File: src/rtl/oqpsk_tx_if.sv
// Chip handshake and sample output bundle for the O-QPSK transmit shaper.
interface oqpsk_tx_if #(
  parameter int OUT_W = 8
);
  logic                    i_chip_valid;
  logic [1:0]              i_chip;
  logic                    o_chip_ready;
  logic signed [OUT_W-1:0] o_i;
  logic signed [OUT_W-1:0] o_q;
  logic                    o_sample_valid;

  modport master (
    output i_chip_valid, i_chip,
    input  o_chip_ready, o_i, o_q, o_sample_valid
  );

  modport slave (
    input  i_chip_valid, i_chip,
    output o_chip_ready, o_i, o_q, o_sample_valid
  );
endinterface

File: src/rtl/oqpsk_tx_shaper.sv
// O-QPSK transmit chip timing and pulse shaper: P samples per chip, Q rail offset by P/2.
// Macro TX_PULSE_SHAPING_EN selects triangular pulses; without it pulses are rectangular NRZ of height P/2.
module oqpsk_tx_shaper #(
  parameter int OUT_W = 8
) (
  input  logic       i_clk,
  input  logic       i_rst,
  input  logic [5:0] i_nb_P,
  input  logic       i_ce,
  oqpsk_tx_if.slave  bus,
  output logic       o_busy,
  output logic       o_frame_done
);

  typedef enum logic [1:0] {IDLE, RUN, DRAIN} state_e;

  state_e state_q, state_d;
  logic [5:0] p_q, p_d;
  logic [5:0] k_q, k_d;
  logic ireg_q, ireg_d, qpend_q, qpend_d, qreg_q, qreg_d;
  logic iact_q, iact_d, qact_q, qact_d;
  logic signed [OUT_W-1:0] oi_q, oi_d, oq_q, oq_d;
  logic vld_q, done_q;
  logic emit, done, ready;
  logic [5:0] h, nb_even, p_new, s_i, s_q;
  logic signed [OUT_W-1:0] mag_i, mag_q;

  assign h       = p_q >> 1;
  assign nb_even = i_nb_P & 6'h3E;
  assign p_new   = (nb_even < 6'd4) ? 6'd4 : nb_even;

`ifdef TX_PULSE_SHAPING_EN
  logic [5:0] kq;
  // Q phase wraps half a chip ahead of I; in DRAIN k<H so the first branch applies.
  assign kq  = (k_q < h) ? k_q + h : k_q - h;
  assign s_i = (k_q <= h) ? k_q : p_q - k_q;
  assign s_q = (kq <= h) ? kq : p_q - kq;
`else
  assign s_i = h;
  assign s_q = h;
`endif

  assign mag_i = {{(OUT_W-6){1'b0}}, s_i};
  assign mag_q = {{(OUT_W-6){1'b0}}, s_q};
  assign oi_d  = iact_q ? (ireg_q ? mag_i : -mag_i) : '0;
  assign oq_d  = qact_q ? (qreg_q ? mag_q : -mag_q) : '0;

  always_comb begin
    state_d = state_q;
    p_d     = p_q;
    k_d     = k_q;
    ireg_d  = ireg_q;
    qpend_d = qpend_q;
    qreg_d  = qreg_q;
    iact_d  = iact_q;
    qact_d  = qact_q;
    emit    = 1'b0;
    done    = 1'b0;
    ready   = 1'b0;
    case (state_q)
      IDLE: begin
        ready = 1'b1;
        if (bus.i_chip_valid) begin
          p_d     = p_new;
          ireg_d  = bus.i_chip[0];
          qpend_d = bus.i_chip[1];
          iact_d  = 1'b1;
          k_d     = '0;
          state_d = RUN;
        end
      end
      RUN: begin
        if (i_ce) begin
          emit = 1'b1;
          k_d  = k_q + 6'd1;
          if (k_q == h - 6'd1) begin
            qreg_d = qpend_q;
            qact_d = 1'b1;
          end
          // End of chip: the strobe that emits k=P-1 also accepts the next chip gaplessly.
          if (k_q == p_q - 6'd1) begin
            ready = 1'b1;
            k_d   = '0;
            if (bus.i_chip_valid) begin
              ireg_d  = bus.i_chip[0];
              qpend_d = bus.i_chip[1];
            end else begin
              iact_d  = 1'b0;
              state_d = DRAIN;
            end
          end
        end
      end
      DRAIN: begin
        if (i_ce) begin
          emit = 1'b1;
          k_d  = k_q + 6'd1;
          if (k_q == h - 6'd1) begin
            qact_d  = 1'b0;
            k_d     = '0;
            done    = 1'b1;
            state_d = IDLE;
          end
        end
      end
      default: state_d = IDLE;
    endcase
  end

  always_ff @(posedge i_clk) begin
    if (i_rst) begin
      state_q <= IDLE;
      p_q     <= '0;
      k_q     <= '0;
      ireg_q  <= 1'b0;
      qpend_q <= 1'b0;
      qreg_q  <= 1'b0;
      iact_q  <= 1'b0;
      qact_q  <= 1'b0;
      oi_q    <= '0;
      oq_q    <= '0;
      vld_q   <= 1'b0;
      done_q  <= 1'b0;
    end else begin
      state_q <= state_d;
      p_q     <= p_d;
      k_q     <= k_d;
      ireg_q  <= ireg_d;
      qpend_q <= qpend_d;
      qreg_q  <= qreg_d;
      iact_q  <= iact_d;
      qact_q  <= qact_d;
      vld_q   <= emit;
      done_q  <= done;
      if (emit) begin
        oi_q <= oi_d;
        oq_q <= oq_d;
      end
    end
  end

  assign bus.o_chip_ready   = ready;
  assign bus.o_i            = oi_q;
  assign bus.o_q            = oq_q;
  assign bus.o_sample_valid = vld_q;
  assign o_busy             = (state_q != IDLE);
  assign o_frame_done       = done_q;

endmodule

File: src/flat_wrapper.sv
// flat-port wrapper written by rule: the top's interface ports become plain ports
module oqpsk_tx_shaper_flat 
#(
  parameter int OUT_W = 8
)
  (i_clk, i_rst, i_nb_P, i_ce, o_busy, o_frame_done, bus_i_chip_valid, bus_i_chip, bus_o_chip_ready, bus_o_i, bus_o_q, bus_o_sample_valid);
  oqpsk_tx_if #(.OUT_W(OUT_W)) bus_i ();
  input  logic i_clk;
  input  logic i_rst;
  input  logic [5:0] i_nb_P;
  input  logic i_ce;
  output logic o_busy;
  output logic o_frame_done;
  input wire logic [$bits(bus_i.i_chip_valid)-1:0] bus_i_chip_valid;
  input wire logic [$bits(bus_i.i_chip)-1:0] bus_i_chip;
  output wire logic [$bits(bus_i.o_chip_ready)-1:0] bus_o_chip_ready;
  output wire logic [$bits(bus_i.o_i)-1:0] bus_o_i;
  output wire logic [$bits(bus_i.o_q)-1:0] bus_o_q;
  output wire logic [$bits(bus_i.o_sample_valid)-1:0] bus_o_sample_valid;
  assign bus_i.i_chip_valid = bus_i_chip_valid;
  assign bus_i.i_chip = bus_i_chip;
  assign bus_o_chip_ready = bus_i.o_chip_ready;
  assign bus_o_i = bus_i.o_i;
  assign bus_o_q = bus_i.o_q;
  assign bus_o_sample_valid = bus_i.o_sample_valid;
  oqpsk_tx_shaper #(.OUT_W(OUT_W)) u_core (.i_clk(i_clk), .i_rst(i_rst), .i_nb_P(i_nb_P), .i_ce(i_ce), .bus(bus_i), .o_busy(o_busy), .o_frame_done(o_frame_done));
endmodule
File: config.mk
export PLATFORM = sky130hd
export DESIGN_NAME = oqpsk_tx_shaper_flat
export DESIGN_NICKNAME = d
export VERILOG_FILES = /design/src/rtl/oqpsk_tx_if.sv /design/src/rtl/oqpsk_tx_shaper.sv /design/src/flat_wrapper.sv
export SDC_FILE = /design/constraint.sdc
export NUM_CORES = 1
export LEC_CHECK = 0
export BUFFER_PORTS_ARGS = -buffer_cell sky130_fd_sc_hd__buf_4
export CORE_ASPECT_RATIO = 0.9
export CORE_MARGIN = 3
export CORE_UTILIZATION = 55
export CTS_BUF_LIST = sky130_fd_sc_hd__clkbuf_8
export CTS_CLUSTER_DIAMETER = 30
export DETAILED_ROUTE_END_ITERATION = 10
export HOLD_SLACK_MARGIN = 0.02
export PLACE_DENSITY_LB_ADDON = 0.1
export SLEW_MARGIN = 0
export SYNTH_ARGS = -nofsm -noshare
export SYNTH_HDL_FRONTEND = slang
export SYNTH_SLANG_ARGS = --single-unit
File: constraint.sdc
create_clock -name i_clk -period 2.72 [get_ports i_clk]
set_input_delay 0.408 -clock i_clk [delete_from_list [all_inputs] [get_ports i_clk]]
set_output_delay 0.408 -clock i_clk [all_outputs]
set_load 0.02 [all_outputs]
==> results.md <==
* Tot Pwr at 1.98 mW
* Final Critical Period at 2.53 ns
* Setup Total Neg Slack at 0 ns
* All-Layer GR Usage at 20.6%
* Clock Tree Buf Depth at 2
* Antenna Violating Nets Remaining at 0
* Starting Density at 61.0%
* CTS sink count at 36
* Routed WL at 4260 um
* Layout Utilization at 72.7%
* Grt ovf at 0
* Max IR drop VDD at 0.521 mV
* Core ar. at 3230 um2
* Vias in the first global route at 1585
* Vias post-DR at 1711
* Most area-consuming cells after synthesis: dfxtp_1 37%, xnor2_1 6.7%, nor2_1 4.8%
* Pre-CTS setup slack at 0.277 ns
* Post-Syn Area per Cell at 8.54 um2
* Avg Vias per Cell at 5.72
* Worst-Margin Slew at 0.515 ns
* Post-synth top area share at 36.5%
* Total die area at 4340 um2
* Ports at 32
* Number of library cell types mapped by synthesis at 47
* Die W at 69.1 um
* Most frequent cell after synthesis: dfxtp_1
* Initial antenna violation count at 0
* Leak at 0.940 nW
* Most common flop cell mapped by yosys: dfxtp_1
* Worst path required time at 2.31 ns
* CP arrival at 2.12 ns
* Final setup vio count at 0
* CP Launch Type: flip-flop
* Global-route wire length before repair at 7360 um
* Cell Area, Synth at 1970 um2
* Clk Latency, worst-skew pair at 0.29 ns
* Fin. max-slew vios at 0
* Most frequent cells after synthesis: 36 x dfxtp_1, 25 x nor2_1, 21 x nand2_1
* CP Max Fanout at 4
* TritonCTS clock tree: done
* Worst slew margin at 65.6%
* Async S/R FF share, synth at 0%
* Largest net degree at the start of global routing at 30
* Post-synth net total at 250
* Leading area contributor after synthesis: dfxtp_1
* Status: finished, final reports clean
* Crit-path cells: inv_1 > ha_4 > xor2_1 > nand3_1 > nor4_2 > buf_4 > nand3_1 > nand2_1 > buf_4
* Sequential area share after synthesis at 36.5%
* CTS Hold Buffers Added at 0
* Chip height at 62.8 um
* Cell family with most CP delay: simple AND/OR/NAND/NOR gates
* CP max-delay cell: dfxtp_1
* Max cap viols at 0
* # diodes at 0
* Area Growth Syn to Fin at 19.2%
* GP Congestion at 0.814
* Detailed placer's ending HPWL at 3080 um
* Pre-antenna DRT Iters at 4
* Critical path's largest stage delay at 0.39 ns
* Fin nets at 275
* Post-synth EDFFs at 0
* Initial drt markers at 96
* Num CTS Buffers at 5
* CTS root buffer: clkbuf_8
* Gate Count Post-Synth at 231
* Unrepaired setup endpoints after global routing: no
* FMAX at 395 MHz
* Final WS setup at 0.191 ns
* Clk_skew at 0.00197 ns
* Final hold vios at 0
* Port Buffers at 30
* Hold Crit Class: in2reg
* H-tree depth at 2
* FF+latch count, synth at 36
* Filler cell count in the final layout at 254
* Layout cell share with drive strength beyond 1 at 23.3%
* WL/cell at 14.2 um
* Pwr dens at 842 nW/um2
* Residual DRC count at 0
* Setup CP Type: reg2out
* Synth warnings at 0
* Period utilization at 93.0%
* CP bufs+invs at 3
* Clk slew on worst S/H paths at 0.07 ns
* Row count at 19
* Crit path capture type: output pin
path summary, 6_finish.rpt:
path,startpoint,end,slack [ns],cells after the start
max,u_core.p_q[2],bus_o_chip_ready,0.19,9
min reg2reg,u_core.bus.o_i[0],u_core.bus.o_i[0],0.47,2
max reg2reg,u_core.p_q[3],u_core.k_q[4],0.45,6
min,i_nb_P[1],u_core.p_q[1],0.35,3
layout by cell type (no fill, tap or decap), drive strengths merged, types with 6 or more instances in the layout:
cell	count
nand2	21
xnor2	15
a211oi	9
a21oi	15
nand3	11
buf	34
inv	14
a22oi	9
nor2	25
ha	7
xor2	6
dfxtp	36
power by group:
part	leakage [nW]	switching, mW	internal [mW]	total (mW)
registers	0.293	0.0755	0.580	0.656
clock network	0.0541	0.201	0.271	0.472
logic	0.593	0.488	0.364	0.852
tightest hold or removal path, delay by kind of cell:
family | cells | cell delay [ns]
buffers and inverters | 1 | 0.08
and+or+nand+nor | 1 | 0.07
AOI/OAI and AO/OA | 1 | 0.05
sequential cells by signal, indices dropped and copies added (netlist names):
name and flops:
u_core.bus.o_i 8, u_core.bus.o_q 8, u_core.bus.o_sample_valid 1, u_core.iact_q 1, u_core.ireg_q 1, u_core.k_q 6, u_core.o_frame_done 1, u_core.p_q 5
u_core.qact_q 1, u_core.qpend_q 1, u_core.qreg_q 1, u_core.state_q 2
logic make-up (layout without fill, tap and decap cells):
logic type	count (synthesis)	count (layout)	share of synthesized area (%)
buf+inv	31	57	6.78
compound gates	53	53	19.9
fa+ha+maj	7	7	4.44
flops	36	36	36.5
xor+xnor	21	21	9.32
simple gates	78	78	20.4
mux	5	5	2.66
cell type report:
cell class | count | area (um2) | share of cell area, %
repair buffers | 34 | 255 | 10.9
clock inverters | 3 | 42.5 | 1.81
multi-input cells | 164 | 1150 | 49.0
well taps | 42 | 52.6 | 2.24
clock buffers | 5 | 68.8 | 2.93
inverters | 15 | 56.3 | 2.39
flip-flops and latches | 36 | 724 | 30.8
per-stage QoR:
step / instance area [um2] / hold slack, ns / instances
detailed placement: 2200 / 0.447 / 291
finish: 2350 / 0.352 / 299
floorplan: 1970 / 0.435 / 231
global route: 2350 / 0.349 / 299
CTS: 2310 / 0.345 / 299
global placement: 2200 / 0.443 / 291
metal layers:
metal	track usage [%]	up-vias	share of wire (%)
li1	-	862	-
met1	28.8	794	49
met2	30.5	48	44
met3	4.82	7	5.5
met4	8.05	0	1.5
met5	0	-	0
timing repair:
action                                  CTS  global route
resized for setup                         0             6
endpoints found under the setup margin    0             1
buffers inserted                          0             0
(Power assumes the default switching activity.)
